File: src/rtl/lcd_pkg.sv
// Shared definitions for the ILI9341 LCD byte-stream path.
// Contents:
//   - ILI9341 opcodes used for a full-frame write (CASET, PASET, RAMWR)
//   - RGB565 colour constants for the bar pattern
//   - FSM state encoding for lcd_frame_stream
//   - helpers: bar index -> colour, address-window argument byte selection
package lcd_pkg;

  localparam logic [7:0] CMD_CASET = 8'h2A;
  localparam logic [7:0] CMD_PASET = 8'h2B;
  localparam logic [7:0] CMD_RAMWR = 8'h2C;

  localparam logic [15:0] RGB_WHITE   = 16'hFFFF;
  localparam logic [15:0] RGB_YELLOW  = 16'hFFE0;
  localparam logic [15:0] RGB_CYAN    = 16'h07FF;
  localparam logic [15:0] RGB_GREEN   = 16'h07E0;
  localparam logic [15:0] RGB_MAGENTA = 16'hF81F;
  localparam logic [15:0] RGB_RED     = 16'hF800;
  localparam logic [15:0] RGB_BLUE    = 16'h001F;
  localparam logic [15:0] RGB_BLACK   = 16'h0000;

  typedef enum logic [2:0] {
    S_IDLE,
    S_CASET_CMD,
    S_CASET_ARG,
    S_PASET_CMD,
    S_PASET_ARG,
    S_RAMWR_CMD,
    S_PIX_HI,
    S_PIX_LO
  } state_t;

  // Classic SMPTE-like bar order, left to right.
  function automatic logic [15:0] bar_color(input logic [2:0] idx);
    logic [15:0] c;
    case (idx)
      3'd0:    c = RGB_WHITE;
      3'd1:    c = RGB_YELLOW;
      3'd2:    c = RGB_CYAN;
      3'd3:    c = RGB_GREEN;
      3'd4:    c = RGB_MAGENTA;
      3'd5:    c = RGB_RED;
      3'd6:    c = RGB_BLUE;
      default: c = RGB_BLACK;
    endcase
    return c;
  endfunction

  // CASET/PASET arguments: start = 0x0000, end = last, each big-endian.
  function automatic logic [7:0] addr_arg(input logic [1:0] idx, input logic [15:0] last);
    logic [7:0] b;
    case (idx)
      2'd2:    b = last[15:8];
      2'd3:    b = last[7:0];
      default: b = 8'h00;
    endcase
    return b;
  endfunction

endpackage

File: src/rtl/lcd_frame_stream_if.sv
// Byte-word stream between the frame source and the SPI byte engine.
// Signals:
//   data  [8:0]  {dc, byte}; dc=0 command, dc=1 data/pixel
//   valid        data holds a word to send
//   ready        consumer accepts the word (qualified by the byte-clock enable)
// Modports: master (frame source), slave (SPI byte engine).
interface lcd_frame_stream_if;
  logic [8:0] data;
  logic       valid;
  logic       ready;

  modport master (output data, output valid, input ready);
  modport slave  (input data, input valid, output ready);
endinterface

File: src/rtl/lcd_pattern_gen.sv
// Combinational test-pattern generator for RGB565 pixels.
// Ports:
//   x, y     pixel coordinates
//   pattern  0/3 = solid colour, 1 = colour bars, 2 = 8x8 checker (color / ~color)
//   color    base colour for solid and checker patterns
//   pixel    resulting RGB565 pixel
module lcd_pattern_gen
  import lcd_pkg::*;
#(
  parameter int H_RES     = 320,
  parameter int BAR_COUNT = 8,
  parameter int X_W       = 9,
  parameter int Y_W       = 8
) (
  input  logic [X_W-1:0] x,
  input  logic [Y_W-1:0] y,
  input  logic [1:0]     pattern,
  input  logic [15:0]    color,
  output logic [15:0]    pixel
);

  localparam int BAR_W = H_RES / BAR_COUNT;

  logic [2:0] bar_sel;
  logic       chk_bit;

  always_comb begin
    // Bars past the eighth reuse the colour table cyclically.
    bar_sel = 3'((32'(x) / BAR_W) % 8);
    // Bit 3 of each coordinate toggles every 8 pixels.
    chk_bit = 1'((32'(x) >> 3) ^ (32'(y) >> 3));
    case (pattern)
      2'd1:    pixel = bar_color(bar_sel);
      2'd2:    pixel = chk_bit ? ~color : color;
      default: pixel = color;
    endcase
  end

endmodule

File: src/rtl/lcd_frame_stream.sv
// Frame source for the ILI9341 SPI byte engine. On frame_start it emits a
// complete frame write as {dc,byte} words: CASET + 4 args, PASET + 4 args,
// RAMWR, then H_RES*V_RES RGB565 pixels (MSB byte first) from lcd_pattern_gen.
// Ports:
//   clk, rst     clock, asynchronous active-high reset
//   en           byte-clock enable; all state advances only when high
//   frame_start  frame request, honoured in IDLE with en
//   pattern      pattern select, latched at frame start
//   color        base colour, latched at frame start
//   out          stream master (data/valid/ready)
//   busy         high while a frame is in flight
//   frame_done   one-clock pulse after the final pixel byte is accepted
module lcd_frame_stream
  import lcd_pkg::*;
#(
  parameter int H_RES     = 320,
  parameter int V_RES     = 240,
  parameter int BAR_COUNT = 8
) (
  input  logic                      clk,
  input  logic                      rst,
  input  logic                      en,
  input  logic                      frame_start,
  input  logic [1:0]                pattern,
  input  logic [15:0]               color,
  lcd_frame_stream_if.master        out,
  output logic                      busy,
  output logic                      frame_done
);

  localparam int X_W = (H_RES > 1) ? $clog2(H_RES) : 1;
  localparam int Y_W = (V_RES > 1) ? $clog2(V_RES) : 1;
  localparam logic [15:0] H_LAST = 16'(H_RES - 1);
  localparam logic [15:0] V_LAST = 16'(V_RES - 1);

  state_t         state_reg, state_next;
  logic [8:0]     data_reg, data_next;
  logic           valid_reg, valid_next;
  logic           busy_reg, busy_next;
  logic           done_reg, done_next;
  logic [X_W-1:0] x_reg, x_next;
  logic [Y_W-1:0] y_reg, y_next;
  logic [1:0]     arg_reg, arg_next;
  logic [1:0]     pat_reg, pat_next;
  logic [15:0]    color_reg, color_next;
  logic [7:0]     pix_lo_reg, pix_lo_next;

  logic           xfer;
  logic           x_last, y_last;
  logic [X_W-1:0] x_adv, gen_x;
  logic [Y_W-1:0] y_adv, gen_y;
  logic [15:0]    gen_pixel;

  assign xfer   = en && valid_reg && out.ready;
  assign x_last = (x_reg == X_W'(H_RES - 1));
  assign y_last = (y_reg == Y_W'(V_RES - 1));
  assign x_adv  = x_last ? '0 : x_reg + 1'b1;
  assign y_adv  = x_last ? (y_last ? '0 : y_reg + 1'b1) : y_reg;

  // While the LO byte is pending, the next HI byte belongs to the following
  // pixel, so the generator looks one pixel ahead to avoid a bubble.
  assign gen_x = (state_reg == S_PIX_LO) ? x_adv : x_reg;
  assign gen_y = (state_reg == S_PIX_LO) ? y_adv : y_reg;

  lcd_pattern_gen #(
    .H_RES     (H_RES),
    .BAR_COUNT (BAR_COUNT),
    .X_W       (X_W),
    .Y_W       (Y_W)
  ) u_pattern_gen (
    .x       (gen_x),
    .y       (gen_y),
    .pattern (pat_reg),
    .color   (color_reg),
    .pixel   (gen_pixel)
  );

  always_comb begin
    state_next  = state_reg;
    data_next   = data_reg;
    valid_next  = valid_reg;
    busy_next   = busy_reg;
    done_next   = 1'b0;
    x_next      = x_reg;
    y_next      = y_reg;
    arg_next    = arg_reg;
    pat_next    = pat_reg;
    color_next  = color_reg;
    pix_lo_next = pix_lo_reg;

    case (state_reg)
      S_IDLE: begin
        if (en && frame_start) begin
          pat_next   = pattern;
          color_next = color;
          busy_next  = 1'b1;
          valid_next = 1'b1;
          data_next  = {1'b0, CMD_CASET};
          state_next = S_CASET_CMD;
        end
      end
      S_CASET_CMD: begin
        if (xfer) begin
          arg_next   = 2'd0;
          data_next  = {1'b1, addr_arg(2'd0, H_LAST)};
          state_next = S_CASET_ARG;
        end
      end
      S_CASET_ARG: begin
        if (xfer) begin
          arg_next = arg_reg + 2'd1;
          if (arg_reg == 2'd3) begin
            data_next  = {1'b0, CMD_PASET};
            state_next = S_PASET_CMD;
          end else begin
            data_next = {1'b1, addr_arg(arg_reg + 2'd1, H_LAST)};
          end
        end
      end
      S_PASET_CMD: begin
        if (xfer) begin
          arg_next   = 2'd0;
          data_next  = {1'b1, addr_arg(2'd0, V_LAST)};
          state_next = S_PASET_ARG;
        end
      end
      S_PASET_ARG: begin
        if (xfer) begin
          arg_next = arg_reg + 2'd1;
          if (arg_reg == 2'd3) begin
            data_next  = {1'b0, CMD_RAMWR};
            state_next = S_RAMWR_CMD;
          end else begin
            data_next = {1'b1, addr_arg(arg_reg + 2'd1, V_LAST)};
          end
        end
      end
      S_RAMWR_CMD: begin
        if (xfer) begin
          data_next   = {1'b1, gen_pixel[15:8]};
          pix_lo_next = gen_pixel[7:0];
          state_next  = S_PIX_HI;
        end
      end
      S_PIX_HI: begin
        if (xfer) begin
          data_next  = {1'b1, pix_lo_reg};
          state_next = S_PIX_LO;
        end
      end
      S_PIX_LO: begin
        if (xfer) begin
          x_next = x_adv;
          y_next = y_adv;
          if (x_last && y_last) begin
            valid_next = 1'b0;
            busy_next  = 1'b0;
            done_next  = 1'b1;
            data_next  = 9'h000;
            state_next = S_IDLE;
          end else begin
            data_next   = {1'b1, gen_pixel[15:8]};
            pix_lo_next = gen_pixel[7:0];
            state_next  = S_PIX_HI;
          end
        end
      end
      default: begin
        state_next = S_IDLE;
        valid_next = 1'b0;
        busy_next  = 1'b0;
      end
    endcase
  end

  always_ff @(posedge clk or posedge rst) begin
    if (rst) begin
      state_reg  <= S_IDLE;
      data_reg   <= 9'h000;
      valid_reg  <= 1'b0;
      busy_reg   <= 1'b0;
      done_reg   <= 1'b0;
      x_reg      <= '0;
      y_reg      <= '0;
      arg_reg    <= 2'd0;
      pat_reg    <= 2'd0;
      color_reg  <= 16'h0000;
      pix_lo_reg <= 8'h00;
    end else begin
      state_reg  <= state_next;
      data_reg   <= data_next;
      valid_reg  <= valid_next;
      busy_reg   <= busy_next;
      done_reg   <= done_next;
      x_reg      <= x_next;
      y_reg      <= y_next;
      arg_reg    <= arg_next;
      pat_reg    <= pat_next;
      color_reg  <= color_next;
      pix_lo_reg <= pix_lo_next;
    end
  end

  assign out.data   = data_reg;
  assign out.valid  = valid_reg;
  assign busy       = busy_reg;
  assign frame_done = done_reg;

endmodule
File: src/flat_wrapper.sv
// flat-port wrapper written by rule: the top's interface ports become plain ports
module lcd_frame_stream_flat import lcd_pkg::*;
#(
  parameter int H_RES     = 320,
  parameter int V_RES     = 240,
  parameter int BAR_COUNT = 8
)
  (clk, rst, en, frame_start, pattern, color, busy, frame_done, out_data, out_valid, out_ready);
  lcd_frame_stream_if out_i ();
  input  logic clk;
  input  logic rst;
  input  logic en;
  input  logic frame_start;
  input  logic [1:0] pattern;
  input  logic [15:0] color;
  output logic busy;
  output logic frame_done;
  output wire logic [$bits(out_i.data)-1:0] out_data;
  output wire logic [$bits(out_i.valid)-1:0] out_valid;
  input wire logic [$bits(out_i.ready)-1:0] out_ready;
  assign out_data = out_i.data;
  assign out_valid = out_i.valid;
  assign out_i.ready = out_ready;
  lcd_frame_stream #(.H_RES(H_RES), .V_RES(V_RES), .BAR_COUNT(BAR_COUNT)) u_core (.clk(clk), .rst(rst), .en(en), .frame_start(frame_start), .pattern(pattern), .color(color), .out(out_i), .busy(busy), .frame_done(frame_done));
endmodule
File: config.mk
export PLATFORM = sky130hd
export DESIGN_NAME = lcd_frame_stream_flat
export DESIGN_NICKNAME = d
export VERILOG_FILES = /design/src/rtl/lcd_pkg.sv /design/src/rtl/lcd_frame_stream_if.sv /design/src/rtl/lcd_pattern_gen.sv /design/src/rtl/lcd_frame_stream.sv /design/src/flat_wrapper.sv
export SDC_FILE = /design/constraint.sdc
export NUM_CORES = 1
export LEC_CHECK = 0
export ABC_AREA = 1
export BUFFER_PORTS_ARGS = -buffer_cell sky130_fd_sc_hd__buf_2
export CAP_MARGIN = 20
export CORE_MARGIN = 5
export CORE_UTILIZATION = 40
export DETAILED_ROUTE_END_ITERATION = 10
export SETUP_SLACK_MARGIN = 0.2
export SKIP_CTS_REPAIR_TIMING = 1
export SLEW_MARGIN = 25
export SYNTH_ARGS = -nofsm -noshare
export SYNTH_HDL_FRONTEND = slang
export SYNTH_HIERARCHICAL = 1
export SYNTH_SLANG_ARGS = --single-unit
File: constraint.sdc
create_clock -name clk -period 7.7 [get_ports clk]
set_input_delay 0 -clock clk [delete_from_list [all_inputs] [get_ports clk]]
set_output_delay 0 -clock clk [all_outputs]
set_load 0.02 [all_outputs]
# --- After elaboration in Yosys (flattened, before gate mapping) ---
# Cells that the tools add are included.
classes:
  add_sub_neg: 3
  n_div: 1
  eq_ne: 34
  muxes: 47
  bitwise: 2
  n_reduce_logical: 18
ops:
  columns: ["cell", "count"]
  rows:
  - ["one-hot mux 16 bit (7 select lines)", 1]
  - ["two-way mux 9 bit", 12]
  - ["one-hot mux 9 bit (7 select lines)", 1]
  - ["two-way mux 8 bit", 6]
  - ["two-way mux 3 bit", 11]
  - ["divider 9 x 6 -> 32 bit, second input constant", 1]
  - ["one-hot mux 16 bit (2 select lines)", 1]
  - ["!= test 2 x 1 -> 1 bit, second input constant", 12]
  - ["one-hot mux 3 bit (8 select lines)", 1]
  - ["== test 3 bit, second input constant", 7]
  - ["two-way mux 16 bit", 1]
  - ["inverter 16 bit", 1]
  - ["one-hot mux 8 bit (2 select lines)", 1]
  - ["== test 3 x 2 -> 1 bit, second input constant", 4]
  - ["one-hot mux 6 bit (2 select lines)", 1]
  - ["AND reduction 10 bit", 1]
  - ["adder 9 x 1 -> 9 bit, second input constant", 1]
  - ["== test 9 bit, second input constant", 1]
  - ["adder 8 x 1 -> 8 bit, second input constant", 1]
  - ["== test 2 bit, second input constant", 4]
  - ["== test 8 bit, second input constant", 1]
  - ["AND reduction 4 bit", 2]
  - ["AND reduction 7 bit", 1]
  - ["== test 3 x 1 -> 1 bit, second input constant", 2]
  - ["15 further kinds", 30]
totals:
  register_bits: 59
  input_bits: 23
  out_inout_bits: 12
  word_cells: 115

# --- Depth between registers and ports, before layout ---
# Gate-level depths: netlist (run 1).
logic_depth:
  ltp_word: 10
  ltp_mapped: 28
  depth_no_buf: 28

# --- Cells and area by module ---
# Netlist (run 1), hierarchy kept.
modules_own_cells:
  columns: ["mod", "n_inst", "cells_each", "area_per_inst_um2", "seq_area_each_um2"]
  rows:
  - ["lcd_frame_stream", 1, 447, 3253.1, 1476.4]
  - ["lcd_pattern_gen", 1, 182, 893.4, 0.0]

# --- Worst setup path before layout (run 1) ---
# No wires, ideal clock.
synth_path:
  path_kind: "register -> register"
  startpoint: "register u_core.x_reg[0]"
  endpoint: "register u_core.pix_lo_reg[0]"
  setup_ps: 66
  t_arrival_ps: 3406
  required_time_ps: 7634
  setup_slack_ps: 4229
  path_stages_with_launch: 26
  n_path_buf: 1
  synth_period_minus_slack_ps: 3471
  path_cell_list: "dfrtp_1 > ha_1 > nand3_1 > nor2_1 > nand2_1 > buf_2 > nand3_1 > o21ai_0 > ha_1 > inv_1 > o21ai_1 > nand2_1 > nand2_1 > nor2_2 > nand2_2 > nand3_2 > nand2_4 > nand2_2 > nand2_1 > nand2_1 > inv_1 > nand2_1 > nand4_2 > a21oi_1 > nand3_1 > nand2_1"
synth_between:
  elab_chain_len: 10
  word_cells_on_any_way: 25
  cone_classes: "add/sub (1); div (1); eq/ne (8); mux (11); bitwise (1); reduce/logical (3)"
synth_rtl:
  columns: ["element", "line_no", "source"]
  rows:
  - ["from (decl)", "lcd_frame_stream.sv:41", "logic [X_W-1:0] x_reg, x_next;"]
  - ["from (signal assigned)", "lcd_frame_stream.sv:195", "x_reg <= x_next;"]
  - ["adder 9 x 1 -> 9 bit / == test 9 bit (equally long branches)", "lcd_frame_stream.sv:57, lcd_frame_stream.sv:55", null]
  - ["two-way mux 9 bit *", "lcd_frame_stream.sv:57", "assign x_adv = x_last ? '0 : x_reg + 1'b1;"]
  - ["two-way mux 9 bit *", "lcd_frame_stream.sv:62", "assign gen_x = (state_reg == S_PIX_LO) ? x_adv : x_reg;"]
  - ["net u_core.gen_x[8]", "lcd_frame_stream.sv:50", "logic [X_W-1:0] x_adv, gen_x;"]
  - ["divider 9 x 6 -> 32 bit *", "lcd_pattern_gen.sv:29", "bar_sel = 3'((32'(x) / BAR_W) % 8);"]
  - ["== test 3 bit (tied with other cells)", "lcd_pkg.sv:36", "case (idx)"]
  - ["one-hot mux 16 bit (7 select lines) *", "lcd_pkg.sv:36", null]
  - ["one-hot mux 16 bit (2 select lines) *", "lcd_pattern_gen.sv:32", "case (pattern)"]
  - ["net u_core.gen_pixel[0]", "lcd_frame_stream.sv:52", "logic [15:0] gen_pixel;"]
  - ["two-way mux 8 bit", "lcd_frame_stream.sv:155", "if (x_last && y_last) begin"]
  - ["two-way mux 8 bit", "lcd_frame_stream.sv:152", "if (xfer) begin"]
  - ["one-hot mux 8 bit (2 select lines) *", "lcd_frame_stream.sv:91", "case (state_reg)"]
  - ["to (signal assigned)", "lcd_frame_stream.sv:200", "pix_lo_reg <= pix_lo_next;"]
  - ["to (decl)", "lcd_frame_stream.sv:46", "logic [7:0] pix_lo_reg, pix_lo_next;"]
# The timed path passes the listed nets; every way through them passes the cells marked *. The select of a mux whose other input is x is not followed.
# A chain may end at the register's enable or synchronous reset.

# --- Worst setup path after layout (run 1) ---
layout_path:
  startpoint: "register u_core.x_reg[0]"
  endpoint: "register u_core.pix_lo_reg[4]"
# The elaborated chain is that of the path after synthesis.

==> flow_metrics.env, run 1 <==
export IMPL_drt_drc_violations_left=0
export IMPL_groute_usage_overall_pct=15.99
export IMPL_die_x_um=110.5
export IMPL_h_tree_depth=3
export IMPL_io_pins=35
export IMPL_first_pass_iters=5
export IMPL_slew_limit_headroom_pct=39.77
export IMPL_rsz0062_at_grt="false"
export IMPL_fmaxAchievable_mhz=251.8
export IMPL_path_buf_inv=2
export IMPL_power_switching_uw=760.4
export IMPL_final_hold_violation_count=0
export IMPL_largest_reg_flops=16
export IMPL_synth_area_um2=4038
export IMPL_fin_util_pct=47.95
export IMPL_max_cap_viol_count=0
export IMPL_numCtsBuffers=9
export IMPL_first_iter_violations=239
export IMPL_grt_pass1_vias=3534
export IMPL_status="complete, no violations"
export IMPL_clk_insertion_delay_late_ps=340
export IMPL_cp_arrival_ps=4250
export IMPL_areaGrowthSynthToFinish_pct=16.61
export IMPL_cts_root_buffer="clkbuf_8"
export IMPL_slowest_delay_ps=730
export IMPL_fin_cells=784
export IMPL_pwr_share_clk_pct=20.4
export IMPL_die_height_um=110.5
export IMPL_netSwitchingFraction_pct=44.52
export IMPL_path_max_fanout=12
export IMPL_fin_nets=678
export IMPL_crit_chain="ha_1 -> nand3_1 -> nor2_1 -> nand2_1 -> nand3_1 -> o21ai_0 -> ha_1 -> inv_1 -> o21ai_1 -> nand2_1 -> nand2_1 -> nor2_2 -> nand2_1 -> nand2_1 -> nand2_1 -> nand2_1 -> nand2_1 -> nand2_1 -> inv_1 -> nand2_1 -> nand4_2 -> a21oi_1 -> nand3_1 -> nand2_1"
export IMPL_setup_viol=0
export IMPL_period_share_pct=51.57
export IMPL_post_drt_wl_per_cell_um=11.94
export IMPL_floorplan_initialDensity_pct=41.12
export IMPL_synthCells=602
export IMPL_numClockSinks=59
export IMPL_num_antenna_cells=0
export IMPL_worst_ep_required_time_ps=7980
export IMPL_path_class="flip-flop to flip-flop"
export IMPL_clockBufferDepth=2
export IMPL_grt_pass1_wl_mm=16.42
export IMPL_ys_warn_count=6
export IMPL_crit_path_frequent_cell="nand2_1"
export IMPL_routed_wl_mm=9.364
export IMPL_totalNegativeSetupSlack_ps=0
export IMPL_final_cell_mix="nand2_1, nand3_1, dfrtp_1"
export IMPL_skew_ps=6.364
export IMPL_vdd_drop_max_v=0.0001865
export IMPL_drive_gt1_share_pct=15.05
export IMPL_cts_tree="yes"
export IMPL_num_rows=36
export IMPL_slew_viol_final=0
export IMPL_p_seq_share_pct=31.5
export IMPL_p_per_area_nw_per_um2=362.7
export IMPL_min_path_type="input pin to flip-flop"
export IMPL_internal_power_uw=947.5
export IMPL_clk_pin_slew_ps=70
export IMPL_period_needed_ps=3971
export IMPL_dieArea_um2=12200
export IMPL_final_common_cell="nand2_1"
export IMPL_crit_family="simple AND/OR/NAND/NOR gates"
export IMPL_grt_antenna_before_repair=0
export IMPL_core_um2=9819
export IMPL_avgSynthCellArea_um2=6.707
export IMPL_dp_cells=749
export IMPL_place_hpwl_mm=6.741
export IMPL_leakage_nw=2.428
export IMPL_grt_max_degree=60
export IMPL_cp_start_kind="flip-flop"
export IMPL_synth_nets=634
export IMPL_worst_pin_slew_ps=894.0
export IMPL_ant_nets=0
export IMPL_grt_ovfl_total=0
export IMPL_p_comb_share_pct=48.0
export IMPL_numPortBuffers=34
export IMPL_critical_path_slowest_cell="o21ai_0"
export IMPL_num_vias=3783
export IMPL_place_gp_congestion=0.8533
export IMPL_critPathCaptureType="flip-flop"
export IMPL_vias_per_cell=4.825
worst register-to-register path, stage by stage (launching register included):
cell     delay, ps
dfrtp_1        400
ha_1           240
nand3_1        130
nor2_1          80
nand2_1        290
nand3_1        160
o21ai_0        730
ha_1           360
inv_1           60
o21ai_1         50
nand2_1        120
nand2_1        120
nor2_2         150
nand2_1        100
nand2_1        100
nand2_1         60
nand2_1         70
nand2_1         50
nand2_1         50
inv_1           30
nand2_1         70
nand4_2        150
a21oi_1        180
nand3_1         90
nand2_1         70
path summary, 6_finish.rpt:
check / from / endpoint / slack [ps] / depth (start not counted)
max: u_core/x_reg[0] / u_core/pix_lo_reg[4] / 3730 / 24
min reg2reg: u_core/out.data[8] / u_core/out.data[8] / 480 / 2
min in group asynchronous: rst / u_core/pat_reg[1] / 410 / 4
min: out_ready / u_core/frame_done / 170 / 3
max in group asynchronous: rst / u_core/x_reg[7] / 6790 / 4
max reg2reg: u_core/x_reg[0] / u_core/pix_lo_reg[4] / 3730 / 24
power by group through the flow:
| stage | logic, mW | clock network [mW] | registers, mW |
|---|---|---|---|
| 4_1_cts | 0.813 | 0.361 | 0.538 |
| 3_3_place_gp | 0.800 | 0 | 0.539 |
| 6_report | 0.820 | 0.349 | 0.539 |
| 3_5_place_dp | 0.809 | 0 | 0.542 |
| 2_1_floorplan | 0.645 | 0 | 0.534 |
| 5_1_grt | 0.943 | 0.374 | 0.557 |
metrics by stage:
step	cell area [um2]	total power [mW]	worst slack, ps	hold WS [ps]
floorplan	4038	1.180	4243	116.6
global placement	4277	1.339	3902	202.3
detailed placement	4277	1.351	3741	206.0
CTS	4518	1.712	3702	-168.7
global route	4708	1.874	3255	209.0
finish	4708	1.708	3729	173.5
layout make-up:
cell class | instances | area, um2
clock inverter | 5 | 100.1
inverter | 57 | 214.0
tap | 133 | 166.4
sequential | 59 | 1476
fill | 1020 | 5111
clock buffer | 11 | 141.4
timing repair buffer | 55 | 375.4
multi-input combinational | 464 | 2235
per-layer routing:
layer  global-route usage [%]  share of wire (%)  routed length, um
met5                        0                  0                  0
met4                    5.747                1.4                128
met3                    3.775                4.3                402
met2                    24.84                 45               4211
met1                    21.70                 49               4621
Power figures use the tool's default switching activity.
==> run 2, diff against run 1 <==
==> constraint.sdc (replaced) <==
create_clock -name clk -period 4.04 [get_ports clk]
set_input_delay 0 -clock clk [delete_from_list [all_inputs] [get_ports clk]]
set_output_delay 0 -clock clk [all_outputs]
set_load 0.02 [all_outputs]
==> flow_metrics.env, run 2 (same netlist as run 1, synthesis figures left out) <==
export IMPL_h_tree_depth=3
export IMPL_cts_root_buffer="clkbuf_8"
export IMPL_drive_gt1_share_pct=15.85
export IMPL_p_per_area_nw_per_um2=678.6
export IMPL_grt_pass1_vias=3527
export IMPL_grt_ovfl_total=0
export IMPL_skew_ps=8.508
export IMPL_fin_ws_ps=566.2
export IMPL_period_share_pct=85.99
export IMPL_worst_pin_slew_ps=820.5
export IMPL_clockBufferDepth=2
export IMPL_fin_util_pct=47.91
export IMPL_cp_endpoint="u_core/pix_lo_reg[0]"
export IMPL_fin_hold_ws_ps=172.3
export IMPL_pre_cts_slack_ps=409.7
export IMPL_cp_num_cells=24
export IMPL_n_fill_cell=1004
export IMPL_path_buf_inv=4
export IMPL_clk_pin_slew_ps=70
export IMPL_fin_nets=679
export IMPL_max_cap_viol_count=0
export IMPL_leakage_nw=2.421
export IMPL_final_common_cell="nand2_1"
export IMPL_path_max_fanout=12
export IMPL_ant_nets=0
export IMPL_final_cell_mix="nand2_1, nand3_1, dfrtp_1"
export IMPL_slowest_delay_ps=550
export IMPL_vias_per_cell=4.966
export IMPL_rr_worst_depth=24
export IMPL_drt_drc_violations_left=0
export IMPL_numClockSinks=59
export IMPL_fin_cells=783
export IMPL_cts_tree="yes"
export IMPL_groute_usage_overall_pct=16.24
export IMPL_io_pins=35
export IMPL_numPortBuffers=34
export IMPL_critPathLaunch="u_core/state_reg[0]"
export IMPL_crit_chain="nand2_2 -> nor2_8 -> inv_2 -> o21ai_1 -> inv_1 -> nand2_2 -> ha_1 -> inv_1 -> o21ai_1 -> nand2_1 -> nand2_1 -> nor2_4 -> nand2_2 -> nand3_2 -> nand2_4 -> nand2_2 -> nand2_1 -> nand2_1 -> inv_1 -> nand2_1 -> nand4_4 -> a21oi_1 -> nand3_1 -> nand2_1"
export IMPL_crit_path_frequent_cell="nand2_1"
export IMPL_areaGrowthSynthToFinish_pct=16.52
export IMPL_floorplan_initialDensity_pct=41.12
export IMPL_largest_reg_flops=16
export IMPL_dieArea_um2=12200
export IMPL_path_class="flip-flop to flip-flop"
export IMPL_dpl_instance_area_um2=4284
export IMPL_critical_path_slowest_cell="dfrtp_1"
export IMPL_routed_wl_mm=9.618
export IMPL_slew_limit_headroom_pct=45.24
export IMPL_rrSetupSlack_ps=570
export IMPL_r2r_start="u_core/state_reg[0]"
export IMPL_status="complete, no violations"
export IMPL_die_x_um=110.5
export IMPL_numCtsBuffers=9
export IMPL_place_gp_congestion=0.8269
export IMPL_r2r_end="u_core/pix_lo_reg[0]"
export IMPL_fmaxAchievable_mhz=287.9
export IMPL_setup_viol=0
export IMPL_totalNegativeSetupSlack_ps=0
export IMPL_num_rows=36
export IMPL_post_drt_wl_per_cell_um=12.28
export IMPL_rsz0062_at_grt="false"
export IMPL_period_needed_ps=3474
export IMPL_slew_viol_final=0
export IMPL_cp_start_kind="flip-flop"
export IMPL_final_hold_violation_count=0
export IMPL_crit_family="simple AND/OR/NAND/NOR gates"
export IMPL_grt_pass1_wl_mm=16.73
export IMPL_core_um2=9819
export IMPL_cp_arrival_ps=3740
export IMPL_grt_max_degree=60
export IMPL_die_height_um=110.5
export IMPL_power_mw=3.193
export IMPL_clk_insertion_delay_late_ps=330
export IMPL_vdd_drop_max_v=0.0004069
export IMPL_num_vias=3888
export IMPL_grt_antenna_before_repair=0
export IMPL_min_path_type="input pin to flip-flop"
export IMPL_first_pass_iters=5
export IMPL_place_hpwl_mm=6.843
export IMPL_worst_ep_required_time_ps=4310
export IMPL_first_iter_violations=271
export IMPL_final_area_um2=4705
export IMPL_dp_cells=750
export IMPL_num_antenna_cells=0
export IMPL_critPathCaptureType="flip-flop"
run 2: cell types whose count changed in the layout (fill, tap and decap cells not counted), moves of 2 or more:
cell	change
a21oi_1	-2
a21oi_2	+2
bufinv_16	-2
clkbuf_8	+2
o21ai_0	-3
o21ai_1	+2
run 2: worst reg2reg max path, stage by stage, from the launching register on:
cell     delay [ps]
dfrtp_1         550
nand2_2         150
nor2_8          200
inv_2           150
o21ai_1         310
inv_1           140
nand2_2         120
ha_1            230
inv_1            50
o21ai_1          50
nand2_1         110
nand2_1         120
nor2_4          140
nand2_2          60
nand3_2          90
nand2_4          90
nand2_2          90
nand2_1          60
nand2_1          50
inv_1            30
nand2_1         100
nand4_4         150
a21oi_1         170
nand3_1         100
nand2_1          80
run 2: layer usage:
| layer | vias to the layer above | track usage, % | share of wire [%] |
|---|---|---|---|
| li1 | 2015 | - | - |
| met1 | 1774 | 23.07 | 50 |
| met2 | 89 | 24.84 | 44 |
| met3 | 10 | 3.282 | 4.3 |
| met4 | 0 | 5.008 | 1.3 |
| met5 | - | 0 | 0 |
run 2: how the worst min path moves through the flow:
stage                    start                  end  slack [ps]  cells past startpoint
global placement      color[8]  u_core/color_reg[8]         200                      3
finish               out_ready    u_core/frame_done         170                      3
global route         out_ready    u_core/frame_done         200                      3
CTS                   color[8]  u_core/color_reg[8]        -160                      3
detailed placement    color[8]  u_core/color_reg[8]         200                      3
floorplan           pattern[1]    u_core/pat_reg[1]         120                      2
run 2: cell type report:
class	count	area, um2	share of cell area, %
Clock buffer	12	165.2	3.511
Clock inverter	2	35.03	0.7447
Inverter	57	214.0	4.548
Multi-Input combinational cell	464	2265	48.14
Sequential cell	59	1476	31.38
Tap cell	133	166.4	3.537
Timing Repair Buffer	56	382.9	8.138
run 2: power breakdown:
part / internal, mW / leakage [nW] / switching [mW]
combinational: 0.575 / 1.57 / 1.03
clock: 0.328 / 0.104 / 0.236
sequential: 0.818 / 0.747 / 0.204
==> run 3, diff against run 2 <==
--- a/config.mk
+++ b/config.mk
@@ -11,6 +11,7 @@
 export CORE_MARGIN = 5
 export CORE_UTILIZATION = 40
 export DETAILED_ROUTE_END_ITERATION = 10
+export PLACE_DENSITY = 0.65
 export SETUP_SLACK_MARGIN = 0.2
 export SKIP_CTS_REPAIR_TIMING = 1
 export SLEW_MARGIN = 25
==> flow_metrics.env, run 3 (same netlist as run 1, synthesis figures left out) <==
export IMPL_status="complete, no violations"
export IMPL_period_needed_ps=3346
export IMPL_num_antenna_cells=0
export IMPL_largest_reg_flops=16
export IMPL_max_cap_viol_count=0
export IMPL_h_tree_depth=3
export IMPL_fin_ws_ps=694.1
export IMPL_slew_viol_final=0
export IMPL_groute_usage_overall_pct=16.11
export IMPL_path_max_fanout=8
export IMPL_cp_start_kind="flip-flop"
export IMPL_min_path_cells=3
export IMPL_pre_cts_slack_ps=461.3
export IMPL_clockBufferDepth=2
export IMPL_setup_viol=0
export IMPL_drive_gt1_share_pct=15.80
export IMPL_cts_root_buffer="clkbuf_8"
export IMPL_path_class="flip-flop to flip-flop"
export IMPL_areaGrowthSynthToFinish_pct=16.76
export IMPL_cts_tree="yes"
export IMPL_vias_per_cell=4.888
export IMPL_grt_pass1_vias=3492
export IMPL_grt_antenna_before_repair=0
export IMPL_grt_max_degree=33
export IMPL_totalNegativeSetupSlack_ps=0
export IMPL_numPortBuffers=34
export IMPL_drt_drc_violations_left=0
export IMPL_first_pass_iters=6
export IMPL_place_gp_congestion=0.8597
export IMPL_post_drt_wl_per_cell_um=12.19
export IMPL_period_share_pct=82.82
export IMPL_worst_ep_required_time_ps=4330
export IMPL_hold_start="out_ready"
export IMPL_final_cell_mix="nand2_1, nand3_1, dfrtp_1"
export IMPL_die_height_um=110.5
export IMPL_slew_limit_headroom_pct=47.41
export IMPL_rsz0062_at_grt="false"
export IMPL_cp_arrival_ps=3630
export IMPL_leakage_nw=2.427
export IMPL_routed_wl_mm=9.572
export IMPL_rrSetupSlack_ps=690
export IMPL_dieArea_um2=12200
export IMPL_final_common_cell="nand2_1"
export IMPL_grt_pass1_wl_mm=16.59
export IMPL_numClockSinks=59
export IMPL_worst_pin_slew_ps=788.0
export IMPL_numCtsBuffers=9
export IMPL_skew_ps=6.401
export IMPL_r2r_start="u_core/x_reg[0]"
export IMPL_power_mw=3.227
export IMPL_grt_ovfl_total=0
export IMPL_clk_insertion_delay_late_ps=350
export IMPL_fmaxAchievable_mhz=298.9
export IMPL_p_per_area_nw_per_um2=684.5
export IMPL_fin_nets=679
export IMPL_num_vias=3837
export IMPL_first_iter_violations=235
export IMPL_die_x_um=110.5
export IMPL_io_pins=35
export IMPL_vdd_drop_max_v=0.0003706
export IMPL_r2r_end="u_core/pix_lo_reg[4]"
export IMPL_clk_pin_slew_ps=70
export IMPL_holdPathEnd="u_core/frame_done"
export IMPL_critPathCaptureType="flip-flop"
export IMPL_core_um2=9819
export IMPL_place_hpwl_mm=7.026
export IMPL_rr_worst_depth=24
export IMPL_final_hold_violation_count=0
export IMPL_ant_nets=0
export IMPL_num_rows=36
export IMPL_floorplan_initialDensity_pct=41.12
export IMPL_min_path_type="input pin to flip-flop"
==> run 3: final cells by class <==
class	instances	area, um2
timing repair buffer	56	382.9
sequential	59	1476
fill	996	5105
tap	133	166.4
inverter	57	214.0
clock buffer	12	155.1
multi-input combinational	464	2247
clock inverter	4	72.57
==> run 3: metal layers <==
layer / global-route usage [%] / wire, um
met1: 22.14 / 4590
met3: 3.063 / 455
met4: 5.829 / 151
met2: 25.24 / 4373
met5: 0 / 0
==> run 3: worst max-delay path: stages, from the launching register on <==
cell and delay, ps:
dfrtp_1 380, ha_1 220, nand3_1 140, nor2_2 160, nand2_1 90, o21bai_1 130
nand3_1 100, o21ai_0 170, buf_4 180, ha_1 230, inv_1 50, o21ai_1 50
nand2_1 100, nand2_1 100, nand3_1 110, nand2_2 80, nor2_4 150, inv_1 60
a21oi_1 140, nor2_1 70, nor2_2 110, nand4_2 140, a21oi_1 170, nand3_1 90
nand2_1 70
==> run 3: how the worst max path moves through the flow <==
stage | endpoint | slack [ps] | from | cells after the start
global placement | u_core/pix_lo_reg[0] | 670 | u_core/state_reg[0] | 24
CTS | u_core/pix_lo_reg[3] | 440 | u_core/state_reg[0] | 22
finish | u_core/pix_lo_reg[4] | 690 | u_core/x_reg[0] | 24
floorplan | u_core/pix_lo_reg[0] | 580 | u_core/x_reg[0] | 25
global route | u_core/pix_lo_reg[3] | 260 | u_core/x_reg[0] | 26
detailed placement | u_core/pix_lo_reg[3] | 460 | u_core/state_reg[0] | 22
==> run 3: where the power goes <==
group / internal (mW) / leakage [nW] / switching (mW) / total [mW]
combinational: 0.565 / 1.57 / 1.01 / 1.58
clock: 0.380 / 0.113 / 0.241 / 0.621
sequential: 0.818 / 0.747 / 0.211 / 1.03
total: 1.76 / 2.43 / 1.46 / 3.23
==> run 3: stage by stage <==
step,utilization [%],cell area [um2],hold WS [ps],cells
after floorplan,-,4038,116.6,602
after global placement,43.63,4284,131.7,750
after detailed placement,43.63,4284,138.0,750
after CTS,45.95,4512,-236.0,766
after global routing,48.01,4715,253.5,785
final,48.01,4715,232.3,785
